<file path="src/rtl/ex_mem_pipe_irq.sv">
// rtl/ex_mem_pipe_irq.sv - EX->MEM pipeline register with interrupt-entry sequencer
//
// Purpose:
//   Registers the execute-stage slot into the memory stage. When an interrupt
//   request arrives, it lets the in-flight EX instruction finish, injects one
//   PC-push memory slot (return PC written to the stack address), then pulses
//   irq_ack so fetch can load the vector.
//
// Ports:
//   clk, rst_n            clock, asynchronous active-low reset
//   stall                 hold every register and sequencer state
//   flush                 replace the captured EX slot with a bubble
//   ex_valid, ex_ir       EX slot valid flag and instruction
//   ex_alu_res            ALU result from EX
//   ex_mem_addr           effective memory address from EX
//   ex_wdata              store data from EX
//   irq                   level interrupt request
//   irq_pc                return PC from fetch
//   sp_in                 current stack pointer
//   mem_valid, mem_ir     registered MEM slot valid flag and instruction
//   mem_alu_res           registered ALU result
//   mem_addr, mem_wdata   registered data-memory address and write data
//   sf1                   registered interrupt flag, high with the push slot
//   irq_busy              upstream must stop issuing while high
//   irq_ack               one-cycle pulse after the push slot

module ex_mem_pipe_irq #(
   parameter int               DATA_W = 8,
   parameter logic [DATA_W-1:0] NOP_IR = 8'h00
) (
   input  logic              clk,
   input  logic              rst_n,
   input  logic              stall,
   input  logic              flush,
   input  logic              ex_valid,
   input  logic [DATA_W-1:0] ex_ir,
   input  logic [DATA_W-1:0] ex_alu_res,
   input  logic [DATA_W-1:0] ex_mem_addr,
   input  logic [DATA_W-1:0] ex_wdata,
   input  logic              irq,
   input  logic [DATA_W-1:0] irq_pc,
   input  logic [DATA_W-1:0] sp_in,
   output logic              mem_valid,
   output logic [DATA_W-1:0] mem_ir,
   output logic [DATA_W-1:0] mem_alu_res,
   output logic [DATA_W-1:0] mem_addr,
   output logic [DATA_W-1:0] mem_wdata,
   output logic              sf1,
   output logic              irq_busy,
   output logic              irq_ack
);

   localparam logic [1:0] IDLE = 2'd0;
   localparam logic [1:0] HOLD = 2'd1;
   localparam logic [1:0] PUSH = 2'd2;
   localparam logic [1:0] ACK  = 2'd3;

   logic [1:0] state;
   // Cleared on entry; re-set only after irq is seen low in IDLE, so a
   // request held high produces exactly one entry.
   logic       armed;

   always_ff @(posedge clk or negedge rst_n) begin
      if (!rst_n) begin
         state       <= IDLE;
         armed       <= 1'b1;
         mem_valid   <= 1'b0;
         mem_ir      <= NOP_IR;
         mem_alu_res <= '0;
         mem_addr    <= '0;
         mem_wdata   <= '0;
         sf1         <= 1'b0;
         irq_busy    <= 1'b0;
         irq_ack     <= 1'b0;
      end else if (!stall) begin
         case (state)
            PUSH: begin
               // Injected slot wins over flush: stack write of the return PC.
               mem_valid   <= 1'b1;
               mem_ir      <= NOP_IR;
               mem_addr    <= sp_in;
               mem_wdata   <= irq_pc;
               mem_alu_res <= irq_pc;
               sf1         <= 1'b1;
               irq_ack     <= 1'b0;
               irq_busy    <= 1'b1;
               state       <= ACK;
            end
            ACK: begin
               // Bubble behind the push; data registers hold.
               mem_valid <= 1'b0;
               mem_ir    <= NOP_IR;
               sf1       <= 1'b0;
               irq_ack   <= 1'b1;
               irq_busy  <= 1'b0;
               state     <= IDLE;
            end
            default: begin
               // IDLE and HOLD share the normal capture path.
               sf1     <= 1'b0;
               irq_ack <= 1'b0;
               if (flush) begin
                  mem_valid <= 1'b0;
                  mem_ir    <= NOP_IR;
               end else begin
                  mem_valid   <= ex_valid;
                  mem_ir      <= ex_valid ? ex_ir : NOP_IR;
                  mem_alu_res <= ex_alu_res;
                  mem_addr    <= ex_mem_addr;
                  mem_wdata   <= ex_wdata;
               end

               if (state == HOLD) begin
                  irq_busy <= 1'b1;
                  // EX is drained once nothing valid survives into MEM.
                  if (!ex_valid || flush) begin
                     state <= PUSH;
                  end
               end else if (irq && armed) begin
                  state    <= HOLD;
                  armed    <= 1'b0;
                  irq_busy <= 1'b1;
               end else begin
                  irq_busy <= 1'b0;
                  if (!irq) begin
                     armed <= 1'b1;
                  end
               end
            end
         endcase
      end
   end

endmodule
</file>
<file path="config.mk">
export PLATFORM = sky130hd
export DESIGN_NAME = ex_mem_pipe_irq
export DESIGN_NICKNAME = d
export VERILOG_FILES = /design/src/rtl/ex_mem_pipe_irq.sv
export SDC_FILE = /design/constraint.sdc
export NUM_CORES = 1
export LEC_CHECK = 0
export CAP_MARGIN = 25
export CELL_PAD_IN_SITES_DETAIL_PLACEMENT = 1
export CELL_PAD_IN_SITES_GLOBAL_PLACEMENT = 1
export CORE_MARGIN = 8
export CORE_UTILIZATION = 31
export DETAILED_ROUTE_END_ITERATION = 10
export PLACE_DENSITY = 0.77
export SLEW_MARGIN = 20
export SYNTH_ARGS = -nofsm -noshare
export SYNTH_HDL_FRONTEND = slang
export SYNTH_SLANG_ARGS = --single-unit
</file>
<file path="constraint.sdc">
create_clock -name clk -period 2.2 [get_ports clk]
set_input_delay 0.44 -clock clk [delete_from_list [all_inputs] [get_ports clk]]
set_output_delay 0.44 -clock clk [all_outputs]
set_load 0.02 [all_outputs]
</file>
==> After elaboration in Yosys (flattened, before gate mapping) <==
Index checks and enable logic that the tools add are counted.
{ "word_totals": {"out_inout_bits": 36, "register_bits": 39, "word_cells": 50, "input_bits": 54} }
{ "op_classes": {"eq_ne": 6, "bitwise_logic": 4, "reduce_logical": 8, "muxes": 22} }
{ "op_table": {"columns": ["op", "count"], "rows": [
  ["two-way mux 8 bit", 6],
  ["case mux 8 bit (2 select lines)", 3],
  ["two-way mux 1 bit", 7],
  ["two-way mux 2 bit", 3],
  ["AND reduction 3 bit", 2],
  ["== test 2 bit (second input constant)", 2],
  ["inequality test 2 x 1 -> 1 bit (second input constant)", 2],
  ["inequality test 4 x 1 -> 1 bit (second input constant)", 1],
  ["NOT 1 bit", 4],
  ["case mux 1 bit (2 select lines)", 2],
  ["case mux 2 bit (2 select lines)", 1],
  ["AND reduction 4 bit", 1],
  ["nonzero test 4 bit", 1],
  ["== test 2 x 1 -> 1 bit (second input constant)", 1],
  ["OR reduction 2 bit", 1],
  ["logical AND 1 bit", 1],
  ["zero test 1 bit", 1],
  ["logical OR 1 bit", 1]
]} }

==> Logic depth before layout (Yosys ltp) <==
Gate-level depths: netlist of run 1.
{ "logic_depth": {"depth_word": 5, "ltp_mapped": 7, "ltp_nobuf": 5} }

==> Worst setup path before layout of run 1 <==
Ideal clock, no wire load.
{ "synth_path": {"path_kind": "register to register", "start": "register state[0]", "end": "register mem_addr[0]", "setup_ps": 125, "synth_period_minus_slack_ps": 1678, "t_required_ps": 2075, "path_stages_with_launch": 7, "arrival_ps": 1553, "slack_ps": 522, "n_path_buf": 2, "cell_sequence": "dfrtp_1 > inv_1 > ha_1 > buf_6 > o21ai_2 > buf_6 > mux2_2"} }
{ "synth_via": {"elab_chain_cells": 3, "word_cells_on_any_way": 6} }
{ "synth_rtl": {"columns": ["element", "line_no", "rtl"], "rows": [
  ["start: declaration", "58", "logic [1:0] state;"],
  ["start signal: assignment", "65", "state <= IDLE;"],
  ["start signal: assignment", "87", "state <= ACK;"],
  ["start signal: assignment", "96", "state <= IDLE;"],
  ["== test 2 bit", "76", "case (state)"],
  ["inequality test 2 x 1 -> 1 bit (no source line) / NOT 1 bit (equally long branches)", null, null],
  ["AND reduction 3 bit (no source line)", null, null],
  ["end signal: assignment", "81", "mem_addr <= sp_in;"],
  ["end signal: assignment", "109", "mem_addr <= ex_mem_addr;"],
  ["end: declaration", "46", "output logic [DATA_W-1:0] mem_addr,"]
]} }
Several ways; a longest one is shown, not always the timed one.
A chain may end at the register's enable or synchronous reset.

==> Worst setup path after layout of run 1 <==
{ "layout_path": {"start": "register state[0]", "end": "register mem_addr[1]"} }
The elaborated chain is that of the path after synthesis.

==> results.json, run 1 <==
{
  "clk_latency_ns": 0.29,
  "met2WireLength_um": 2500,
  "root_buffer": "clkbuf_8",
  "ant_nets": 0,
  "nFillCells": 650,
  "finalSetupViolations": 0,
  "crit_fanout": 9,
  "die-area_um2": 8890,
  "first_iter_violations": 46,
  "synth_area_leaders": "dfrtp_1 50%, mux2_2 20%, o21ai_0 4.7%",
  "whs_ns": 0.189,
  "synth_seq_area_share_pct": 51.4,
  "final_max_slew_viol_count": 0,
  "core_area_um2": 5920,
  "finalHoldViolCount": 0,
  "highest-signal-layer": "met4",
  "p_clk_share_pct": 13.1,
  "dr.pass1.iters": 4,
  "fp.dieW_um": 94.3,
  "place_area_um2": 2880,
  "crit_top_cell": "mux2_2",
  "grt_pass1_vias": 1773,
  "worstSetupPathType": "reg -> reg",
  "hpwl_um": 4260,
  "cts_resized": 0,
  "cts_buffers": 5,
  "syn_inst": 160,
  "final.setup.tns_ns": 0,
  "path_buf_inv": 2,
  "drcViolationCount": 0,
  "io_pins": 90,
  "cts_tree": "yes",
  "timing.fmax_mhz": 528,
  "track_usage_pct": 13.0,
  "slowest_stage": "dfrtp_1",
  "end_kind": "register",
  "syn-num-nets": 218,
  "wl_um": 5470,
  "finalCritPeriodShare_pct": 86.1,
  "finalCriticalPeriod_ns": 1.89,
  "rsz0062_at_grt": "no",
  "clock-sinks": 39,
  "antenna_cells": 0,
  "switching_share_pct": 37.9,
  "synth.largest_area_cell": "dfrtp_1",
  "placedCellCount": 323,
  "cp.required_ns": 2.39,
  "p_switching_mw": 1.42,
  "design_area_um2": 2970,
  "slew_headroom_pct": 65.6,
  "final_util_pct": 50.2,
  "wl_per_cell_um": 16.5,
  "crit_chain": "inv_1 > ha_1 > buf_4 > mux2_2 > mux2_2",
  "synth_area_um2": 1900,
  "path_clk_slew_ns": 0.08,
  "worstMarginPinSlew_ns": 0.513,
  "vias": 1557,
  "drive_above_1_share_pct": 21.1,
  "wl_met3_um": 524,
  "worst_path_dominant_cell_family": "multiplexers",
  "synth_seq_cells": 39,
  "mostFrequentLayoutCells": "88 x clkdlybuf4s50_1, 38 x dfrtp_1, 34 x mux2_2, 19 x inv_1, 18 x o21ai_0",
  "die_height_um": 94.3,
  "initial_core_util_pct": 32.1,
  "gp_congestion": 0.747,
  "antenna_found_initial": 0,
  "p_comb_share_pct": 54.6,
  "finalNonFillerCells": 331,
  "h-tree-depth": 2,
  "cts_max_path_buffers": 2,
  "area_growth_pct": 56.3,
  "synth_top_cell_area_share_pct": 50.0,
  "via_per_inst": 4.70,
  "mostFrequentLayoutCell": "clkdlybuf4s50_1",
  "power_leakage_nw": 1.29,
  "p_int_mw": 2.33,
  "startpoint_type": "register",
  "postCtsHoldBufs": 0,
  "seqPwrFrac_pct": 32.3,
  "crit_arrival_ns": 2.08,
  "grt_pass1_wl_um": 9050,
  "skew_ns": 0.00745,
  "ys.warnings.count": 0,
  "ir_drop_mv": 0.448,
  "fin_nets": 313,
  "grt-ovfl-total": 0,
  "ys_types": 25,
  "hold_class": "in -> async",
  "drt-met1-wl_um": 2390,
  "rows": 28,
  "syn_area_per_cell_um2": 11.9,
  "powerDensity_nw_per_um2": 1260,
  "grt_max_degree": 40,
  "maxCapViolCount": 0,
  "cpPeakStageDelay_ns": 0.43,
  "cts_setup_buffers": 0,
  "outcome": "complete, no violations",
  "io_buffer_count": 89
}
## cell usage after synthesis
cell,instances
a211oi_1,3
a21o_1,2
a22o_1,8
a22oi_1,1
a31oi_1,1
buf_2,3
buf_6,4
clkbuf_1,1
dfrtp_1,38
dfstp_2,1
ha_1,4
inv_1,19
mux2_2,34
nand2_1,10
nand2b_1,2
nor2_1,3
nor2b_1,1
nor3_1,1
nor4_4,1
nor4bb_2,1
o21ai_0,18
o21ai_2,1
o22ai_1,1
o311ai_1,1
or4b_1,1
## registers in the layout, indices dropped and copies added (netlist names)
| register | count |
|---|---|
| mem_addr | 8 |
| mem_alu_res | 8 |
| mem_ir | 8 |
| mem_wdata | 8 |
| state | 2 |
| armed | 1 |
| irq_ack | 1 |
| irq_busy | 1 |
| mem_valid | 1 |
| sf1 | 1 |
## power groups by stage
stage / combinational [mW] / clock (mW) / sequential, mW
6_report: 2.05 / 0.492 / 1.21
5_1_grt: 2.22 / 0.541 / 1.26
4_1_cts: 2.10 / 0.517 / 1.22
3_5_place_dp: 2.08 / 0 / 1.23
3_3_place_gp: 2.04 / 0 / 1.21
2_1_floorplan: 0.850 / 0 / 1.55
## worst paths after layout
check,start,to,slack [ns],cells after the start
max in group asynchronous,rst_n,mem_addr[4],1.65,2
worst max-delay path,state[0],mem_addr[1],0.31,5
worst min register to register,sf1,sf1,0.50,1
worst max register to register,state[0],mem_addr[1],0.31,5
min in group clk,sf1,sf1,0.50,1
worst min-delay path,rst_n,mem_addr[0],0.19,2
## per-stage QoR
step / setup slack (ns) / power [mW]
after floorplan: 0.522 / 2.39
after global placement: 0.303 / 3.25
after detailed placement: 0.292 / 3.32
after CTS: 0.275 / 3.83
after global routing: 0.205 / 4.02
final: 0.305 / 3.75
## per-layer routing
| metal | global-route usage (%) | vias up |
|---|---|---|
| met5 | 0 | - |
| met4 | 3.57 | 0 |
| met3 | 5.28 | 6 |
| met2 | 21.0 | 61 |
| met1 | 15.5 | 746 |
| li1 | - | 744 |
## cell families after synthesis
logic type / synth area share (%)
adders and majority gates: 2.63
buffers and inverters: 7.11
muxes: 20.1
AOI/OAI and AO/OA: 12.4
and+or+nand+nor: 6.32
DFF: 51.4
## area by class of cell
cell class	instances	area, um^2	area share, %
timing repair buffer	96	951	32.0
sequential	39	977	32.9
clock inverter	3	20.0	0.674
inverter	19	71.3	2.40
clock buffer	5	68.8	2.32
multi-input combinational	94	788	26.5
tap	75	93.8	3.16
Note: power is estimated with default switching activity, not from simulation.
==> run 2: changes to the inputs <==
Settings changed: CTS_CLUSTER_DIAMETER set to 50.
==> results of run 2 <==
Same layout as run 1: the final DEF is identical, and so are final timing and power.
